===== src/rtl/sobel_black_border.sv =====
// -----------------------------------------------------------------------------
// sobel_black_border
// Computes one Sobel edge-magnitude pixel from the eight neighbours of a 3x3
// greyscale window. Single-shot: a low reset arms it, it walks
// LOAD -> GRAD -> ABS -> MAG -> DONE, presents the result and then holds it
// until the next reset. Pixels on the image border are forced to black.
//
// Ports
//   clk            in   1   pixel clock, rising-edge active
//   reset          in   1   synchronous, active-low; aborts and re-arms
//   row            in  10   line index of the centre pixel
//   col            in  10   pixel index of the centre pixel
//   inputPixels    in  64   {NW,N,NE,W,E,SW,S,SE}, 8b unsigned each
//   out            out  8   edge magnitude (0 while no valid result)
//   sobelFinished  out  1   high while out holds a valid result
// -----------------------------------------------------------------------------
module sobel_black_border #(
    parameter int H_PIXELS = 640,
    parameter int V_LINES  = 480
) (
    input  logic        clk,
    input  logic        reset,
    input  logic [9:0]  row,
    input  logic [9:0]  col,
    input  logic [63:0] inputPixels,
    output logic [7:0]  out,
    output logic        sobelFinished
);

    localparam logic [9:0] ROW_LAST = 10'(V_LINES - 1);
    localparam logic [9:0] COL_LAST = 10'(H_PIXELS - 1);

    typedef enum logic [2:0] {
        S_LOAD = 3'd0,
        S_GRAD = 3'd1,
        S_ABS  = 3'd2,
        S_MAG  = 3'd3,
        S_DONE = 3'd4
    } state_t;

    state_t             r_state;
    logic [63:0]        r_pix;
    logic               r_border;
    logic signed [10:0] r_gx;
    logic signed [10:0] r_gy;
    logic [9:0]         r_ax;
    logic [9:0]         r_ay;
    logic [7:0]         r_out;
    logic               r_finished;

    // Neighbour taps from the registered window
    logic [7:0] w_nw, w_n, w_ne, w_w, w_e, w_sw, w_s, w_se;
    assign {w_nw, w_n, w_ne, w_w, w_e, w_sw, w_s, w_se} = r_pix;

    // Weighted column/row sums; each is at most 4*255 = 1020 so fits 10 bits
    logic [9:0] w_gx_pos, w_gx_neg, w_gy_pos, w_gy_neg;
    assign w_gx_pos = {2'b00, w_ne} + {1'b0, w_e, 1'b0} + {2'b00, w_se};
    assign w_gx_neg = {2'b00, w_nw} + {1'b0, w_w, 1'b0} + {2'b00, w_sw};
    assign w_gy_pos = {2'b00, w_sw} + {1'b0, w_s, 1'b0} + {2'b00, w_se};
    assign w_gy_neg = {2'b00, w_nw} + {1'b0, w_n, 1'b0} + {2'b00, w_ne};

    logic signed [10:0] w_gx, w_gy;
    assign w_gx = $signed({1'b0, w_gx_pos}) - $signed({1'b0, w_gx_neg});
    assign w_gy = $signed({1'b0, w_gy_pos}) - $signed({1'b0, w_gy_neg});

    // Window position test for the black border
    logic w_border;
    assign w_border = (row == 10'd0) || (row >= ROW_LAST) ||
                      (col == 10'd0) || (col >= COL_LAST);

    // Magnitudes: |-1020| still fits in 10 bits, so the truncation is lossless
    logic [10:0] w_ax_full, w_ay_full;
    logic [10:0] w_sum;
    logic [7:0]  w_sat;

    // Absolute value and saturating sum
    always_comb begin
        w_ax_full = 11'd0;
        w_ay_full = 11'd0;
        w_sum     = 11'd0;
        w_sat     = 8'd0;
        if (r_gx[10]) begin
            w_ax_full = 11'(-r_gx);
        end else begin
            w_ax_full = 11'(r_gx);
        end
        if (r_gy[10]) begin
            w_ay_full = 11'(-r_gy);
        end else begin
            w_ay_full = 11'(r_gy);
        end
        w_sum = {1'b0, r_ax} + {1'b0, r_ay};
        if (w_sum > 11'd255) begin
            w_sat = 8'd255;
        end else begin
            w_sat = w_sum[7:0];
        end
    end

    // Control FSM and datapath registers; outputs are registered here
    always_ff @(posedge clk) begin
        if (!reset) begin
            r_state    <= S_LOAD;
            r_pix      <= 64'd0;
            r_border   <= 1'b0;
            r_gx       <= 11'sd0;
            r_gy       <= 11'sd0;
            r_ax       <= 10'd0;
            r_ay       <= 10'd0;
            r_out      <= 8'd0;
            r_finished <= 1'b0;
        end else begin
            case (r_state)
                S_LOAD: begin
                    r_pix    <= inputPixels;
                    r_border <= w_border;
                    r_state  <= S_GRAD;
                end
                S_GRAD: begin
                    r_gx    <= w_gx;
                    r_gy    <= w_gy;
                    r_state <= S_ABS;
                end
                S_ABS: begin
                    r_ax    <= w_ax_full[9:0];
                    r_ay    <= w_ay_full[9:0];
                    r_state <= S_MAG;
                end
                S_MAG: begin
                    r_out      <= r_border ? 8'd0 : w_sat;
                    r_finished <= 1'b1;
                    r_state    <= S_DONE;
                end
                S_DONE: begin
                    r_state <= S_DONE;
                end
                default: begin
                    // Unreachable encodings fall back to a safe, unflagged state
                    r_state    <= S_LOAD;
                    r_out      <= 8'd0;
                    r_finished <= 1'b0;
                end
            endcase
        end
    end

    assign out           = r_out;
    assign sobelFinished = r_finished;

endmodule


===== config.mk =====
export PLATFORM = sky130hd
export DESIGN_NAME = sobel_black_border
export DESIGN_NICKNAME = d
export VERILOG_FILES = /design/src/rtl/sobel_black_border.sv
export SDC_FILE = /design/constraint.sdc
export NUM_CORES = 1
export LEC_CHECK = 0
export ABC_CLOCK_PERIOD_IN_PS = 4400
export CAP_MARGIN = 40
export CORE_MARGIN = 10
export CORE_UTILIZATION = 57
export CTS_CLUSTER_DIAMETER = 80
export DETAILED_ROUTE_END_ITERATION = 8
export HOLD_SLACK_MARGIN = 0.12
export PLACE_DENSITY = 0.82
export SYNTH_ARGS = -nofsm -noshare
export SYNTH_HDL_FRONTEND = slang
export SYNTH_SLANG_ARGS = --single-unit

===== constraint.sdc =====
create_clock -name clk -period 4.4 [get_ports clk]
set_clock_uncertainty 0.2 [all_clocks]
set_input_delay 0.66 -clock clk [delete_from_list [all_inputs] [get_ports clk]]
set_output_delay 0.66 -clock clk [all_outputs]
set_load 0.05 [all_outputs]

# [Yosys cells after proc, flatten, opt, wreduce, memory -nomap -nowiden]
# Cells that the tools add are included.
[word_totals] regBits=119 latch_bits=0 ram_bits=0 romBits=0 in_bits=86 output_inout_bits=9 word_cells=44 memories=0
[classes] add_sub_neg=13 multipliers=0 div_mod_pow=0 n_lt_le_gt_ge=3 eq_ne=4 n_shift=0 n_mux=7 n_bitwise=0 n_reduce_logical=8
[ops] operator="10-bit by 8-bit adder with 10-bit output" n=4
[ops] operator="8-bit by 9-bit adder with 10-bit output" n=4
[ops] operator="10-bit by 10-bit subtractor with 11-bit output" n=2
[ops] operator="10-bit zero test" n=2
[ops] operator="10-bit 2-to-1 mux" n=2
[ops] operator="10-bit negator" n=2
[ops] operator="8-bit 2-to-1 mux" n=2
[ops] operator="8-bit case mux with 2 select lines" n=1
[ops] operator="3-bit case mux with 4 select lines" n=1
[ops] operator="10-bit by 10-bit adder with 11-bit output" n=1
[ops] operator="11-bit by 8-bit greater-than comparator with 1-bit output (second input constant)" n=1
[ops] operator="10-bit >= comparator (second input constant)" n=1
[ops] operator="10-bit by 9-bit >= comparator with 1-bit output (second input constant)" n=1
[ops] operator="3-bit by 2-bit == test with 1-bit output (second input constant)" n=2
[ops] operator="4-bit OR reduction" n=1
[ops] operator="3-bit by 1-bit == test with 1-bit output (second input constant)" n=1
[ops] operator="3-bit == test (second input constant)" n=1
[ops] operator="3-bit zero test" n=1
[ops] operator="1-bit logical OR" n=3
[ops] operator="1-bit case mux with 2 select lines" n=1
[ops] operator="2-bit OR reduction" n=1

# [Logic depth before layout (Yosys ltp)]
[depth] word_depth=5 mapped_depth=15 depth_no_buf=15

# [Worst setup path after synthesis]
# No wires, ideal clock.
[synth_path] kind="register to register" start="register r_pix[2]" end="register r_gx[9]" setup_time_ps=132 arrival_time_ps=3490 required_ps=4068 path_slack_ps=578 path_stages_with_launch=15 path_buffers=0 synth_period_minus_slack_ps=3822 path_cell_list="dfxtp_1 inv_1 fa_1 inv_1 fa_1 inv_1 fa_1 inv_1 fa_1 a21o_1 a21oi_1 a21oi_1 o41ai_1 xor2_1 a21oi_1"
[synth_via] elab_chain_cells=2
[synth_lines] item="start: declaration" line="42" rtl="logic [63:0] r_pix;"
[synth_lines] item="start signal: assignment" line="115" rtl="r_pix <= inputPixels;"
[synth_lines] item="10-bit by 8-bit adder with 10-bit output" line="57" rtl="assign w_gx_pos = {2'b00, w_ne} + {1'b0, w_e, 1'b0} + {2'b00, w_se};"
[synth_lines] item="10-bit by 10-bit subtractor with 11-bit output" line="63" rtl="assign w_gx = $signed({1'b0, w_gx_pos}) - $signed({1'b0, w_gx_neg});"
[synth_lines] item="end signal: assignment" line="120" rtl="r_gx <= w_gx;"
[synth_lines] item="end: declaration" line="44" rtl="logic signed [10:0] r_gx;"
# Every way passes these cells.
# A chain may end at the register's enable or synchronous reset.

# [Final worst setup path]
# Ends and elaborated chain as after synthesis.

==> results.sh <==
export IMPL_status="complete, no violations"
export IMPL_post_route_period_util_pct=92.3
export IMPL_synth_area_mm2=0.00750
export IMPL_critPathArrivalTime_ns=4.17
export IMPL_ys_seq_area_share_pct=31.7
export IMPL_antenna_found_initial=0
export IMPL_worst_slew_pin_transition_ns=0.600
export IMPL_die_y_um=135
export IMPL_stdcell_count=1150
export IMPL_htreeDepth=4
export IMPL_reg2reg_slack_ns=0.34
export IMPL_fin_tns_setup_ns=0
export IMPL_maxSlewViolCount=0
export IMPL_crit_type="flop to flop"
export IMPL_clkTransAtPathRegs_ns=0.06
export IMPL_clock_latency_ns=0.42
export IMPL_antenna_left=0
export IMPL_final_cell_mix="nand2_1 (184), inv_1 (149), dfxtp_1 (119)"
export IMPL_path_delay_family="adder cells"
export IMPL_place_port_buffers=94
export IMPL_drt_pass1_iter_count=4
export IMPL_grt_ovfl_total=0
export IMPL_floorplan_rows=41
export IMPL_drtIter0Drc=221
export IMPL_gp_congestion=0.842
export IMPL_postCtsHoldBufs=0
export IMPL_cp_required_ns=4.50
export IMPL_ir_worst_vdd_mv=0.411
export IMPL_finalCriticalPeriod_ns=4.06
export IMPL_grt_use_total_pct=19.0
export IMPL_wl_per_cell_um=14.2
export IMPL_cts_tree="yes"
export IMPL_cts_sinks=119
export IMPL_cts_made_buffers=17
export IMPL_postCtsSetupBuffers=0
export IMPL_start_util_pct=58.8
export IMPL_nNetsFinal=1150
export IMPL_critPathCaptureType="flop"
export IMPL_grt_max_degree=66
export IMPL_mostFrequentLayoutCell="nand2_1"
export IMPL_area_delta_synth_final_pct=22.9
export IMPL_syn_area_per_cell_um2=8.48
export IMPL_clockBufferDepth=2
export IMPL_crit_start="r_pix[2]"
export IMPL_io_pins=95
export IMPL_synth_nets=1070
export IMPL_cts_repair_resized=0
export IMPL_crit_chain="inv_1 -> fa_1 -> inv_1 -> fa_1 -> inv_1 -> fa_1 -> inv_1 -> fa_1 -> a21o_1 -> a21oi_1 -> a21oi_1 -> o41ai_1 -> xor2_1 -> a21oi_1"
export IMPL_dp_hpwl_um=12200
export IMPL_wl_um=16300
export IMPL_power_density_mw_per_mm2=566
export IMPL_p_total_w=0.00523
export IMPL_critPathBufInv=4
export IMPL_grt_pass1_wl_um=28100
export IMPL_power_leakage_nw=4.13
export IMPL_netlist_instances=885
export IMPL_holdWs_ns=0.247
export IMPL_num_vias=5857
export IMPL_core_area_mm2=0.0128
export IMPL_vias_per_cell=5.09
export IMPL_cp_max_fo=2
export IMPL_drc=0
export IMPL_root_buffer="clkbuf_16"
export IMPL_die_x_um=135
export IMPL_r2r_start="r_pix[2]"
export IMPL_crit_path_top_delay_cell="fa_1"
export IMPL_synth_top_cell_by_area="dfxtp_1"
export IMPL_ys_types=45
export IMPL_synth_top_area_share_pct=31.7
export IMPL_drive_above_1_share_pct=4.50
export IMPL_synth_warnings=0
export IMPL_cap_violations=0
export IMPL_crit_path_max_incr_delay_ns=0.54
export IMPL_ys_async_sr_fraction_pct=0
export IMPL_synth_seq_cells=119
export IMPL_min_delay_start="out[5]"
export IMPL_setup_viol=0
export IMPL_hold_violations=0
export IMPL_synth_area_leaders="dfxtp_1 (32%), fa_1 (17%), nand2_1 (9.2%), inv_1 (7.5%), a21boi_0 (7.2%)"
export IMPL_hold_path_class="flop to flop"
export IMPL_rsz0062_at_grt="no"
export IMPL_synth_top_flop_cell="dfxtp_1"
export IMPL_timing_fmax_ghz=0.246
export IMPL_place_inst=1118
export IMPL_dieArea_mm2=0.0182
export IMPL_startpoint_type="flop"
export IMPL_slew_limit_headroom_pct=60.0
export IMPL_synth_edf_count=0
export IMPL_grt_pass1_vias=6214
export IMPL_n_antenna_cell=0
==> cell usage after synthesis (all sizes together) (3+ instances only) <==
cell / n
o211a: 15
nor2b: 7
nand3: 10
clkbuf: 34
xnor2: 9
a21oi: 30
o21a: 5
o211ai: 3
buf: 5
o31ai: 5
ha: 36
dfxtp: 119
nand2: 184
o41ai: 4
nor2: 20
and3: 4
a21o: 4
nor4: 5
o21ai: 36
fa: 63
and2: 4
inv: 149
xor2: 26
nand2b: 7
nor3: 5
a21boi: 72
==> layer usage <==
metal / track usage [%] / vias to the layer above / routed length [um]
li1: - / 2973 / -
met5: 0 / - / 0
met3: 5.01 / 28 / 814
met1: 20.9 / 2729 / 6830
met2: 34.1 / 127 / 8250
met4: 7.80 / 0 / 414
==> state kept, by name, summed over array words and instances, names as in the netlist <==
signal         count
out                8
r_border           1
sobelFinished      1
r_ax              10
r_gy              11
r_pix             64
r_state            3
r_gx              11
r_ay              10
==> cells by family after synthesis <==
logic type | after synthesis | share of synthesized area (%)
adders and majority gates | 99 | 22.8
muxes | 3 | 0.467
DFF | 119 | 31.7
buffers and inverters | 188 | 9.40
AOI/OAI and AO/OA | 184 | 16.9
and+or+nand+nor | 257 | 14.6
xor gates and xnor gates | 35 | 4.08
==> worst reg2reg max path: cells and delay by family, from the launching register on <==
kind	cells	cell delay, ns
AO/OA/AOI/OAI	5	0.96
adder cells (fa/ha/maj)	4	2.02
buffers and inverters	4	0.27
flip-flops	1	0.34
XOR/XNOR	1	0.18
==> final timing paths <==
kind         endpoint  cells past startpoint
max           r_gx[9]                     14
min            out[5]                      2
max reg2reg   r_gx[9]                     14
min reg2reg    out[5]                      2
==> cell type report <==
type	count	area, um2
clock buffer	23	478
tap	172	215
multi-input combinational	578	4430
sequential	119	2380
timing repair buffer	100	993
fill	955	3550
inverter	149	559
clock inverter	9	170
==> where the power goes <==
group,internal [W],switching (W),total (W),leakage [nW]
Sequential,0.00122,0.000133,0.00135,0.978
Combinational,0.00105,0.00130,0.00235,2.83
Clock,0.00104,0.000477,0.00152,0.321
Total,0.00331,0.00191,0.00523,4.13
==> through the flow <==
| stage | instance area, um2 | setup WS [ns] | utilization, % |
|---|---|---|---|
| 5_1_grt | 9230 | 0.111 | 72.2 |
| 4_1_cts | 9230 | 0.352 | 72.2 |
| 6_report | 9230 | 0.337 | 72.2 |
| 3_3_place_gp | 8560 | 0.435 | 67.0 |
| 3_5_place_dp | 8580 | 0.364 | 67.2 |
| 2_1_floorplan | 7500 | 0.578 | - |
Note: power is estimated with default switching activity, not from simulation.
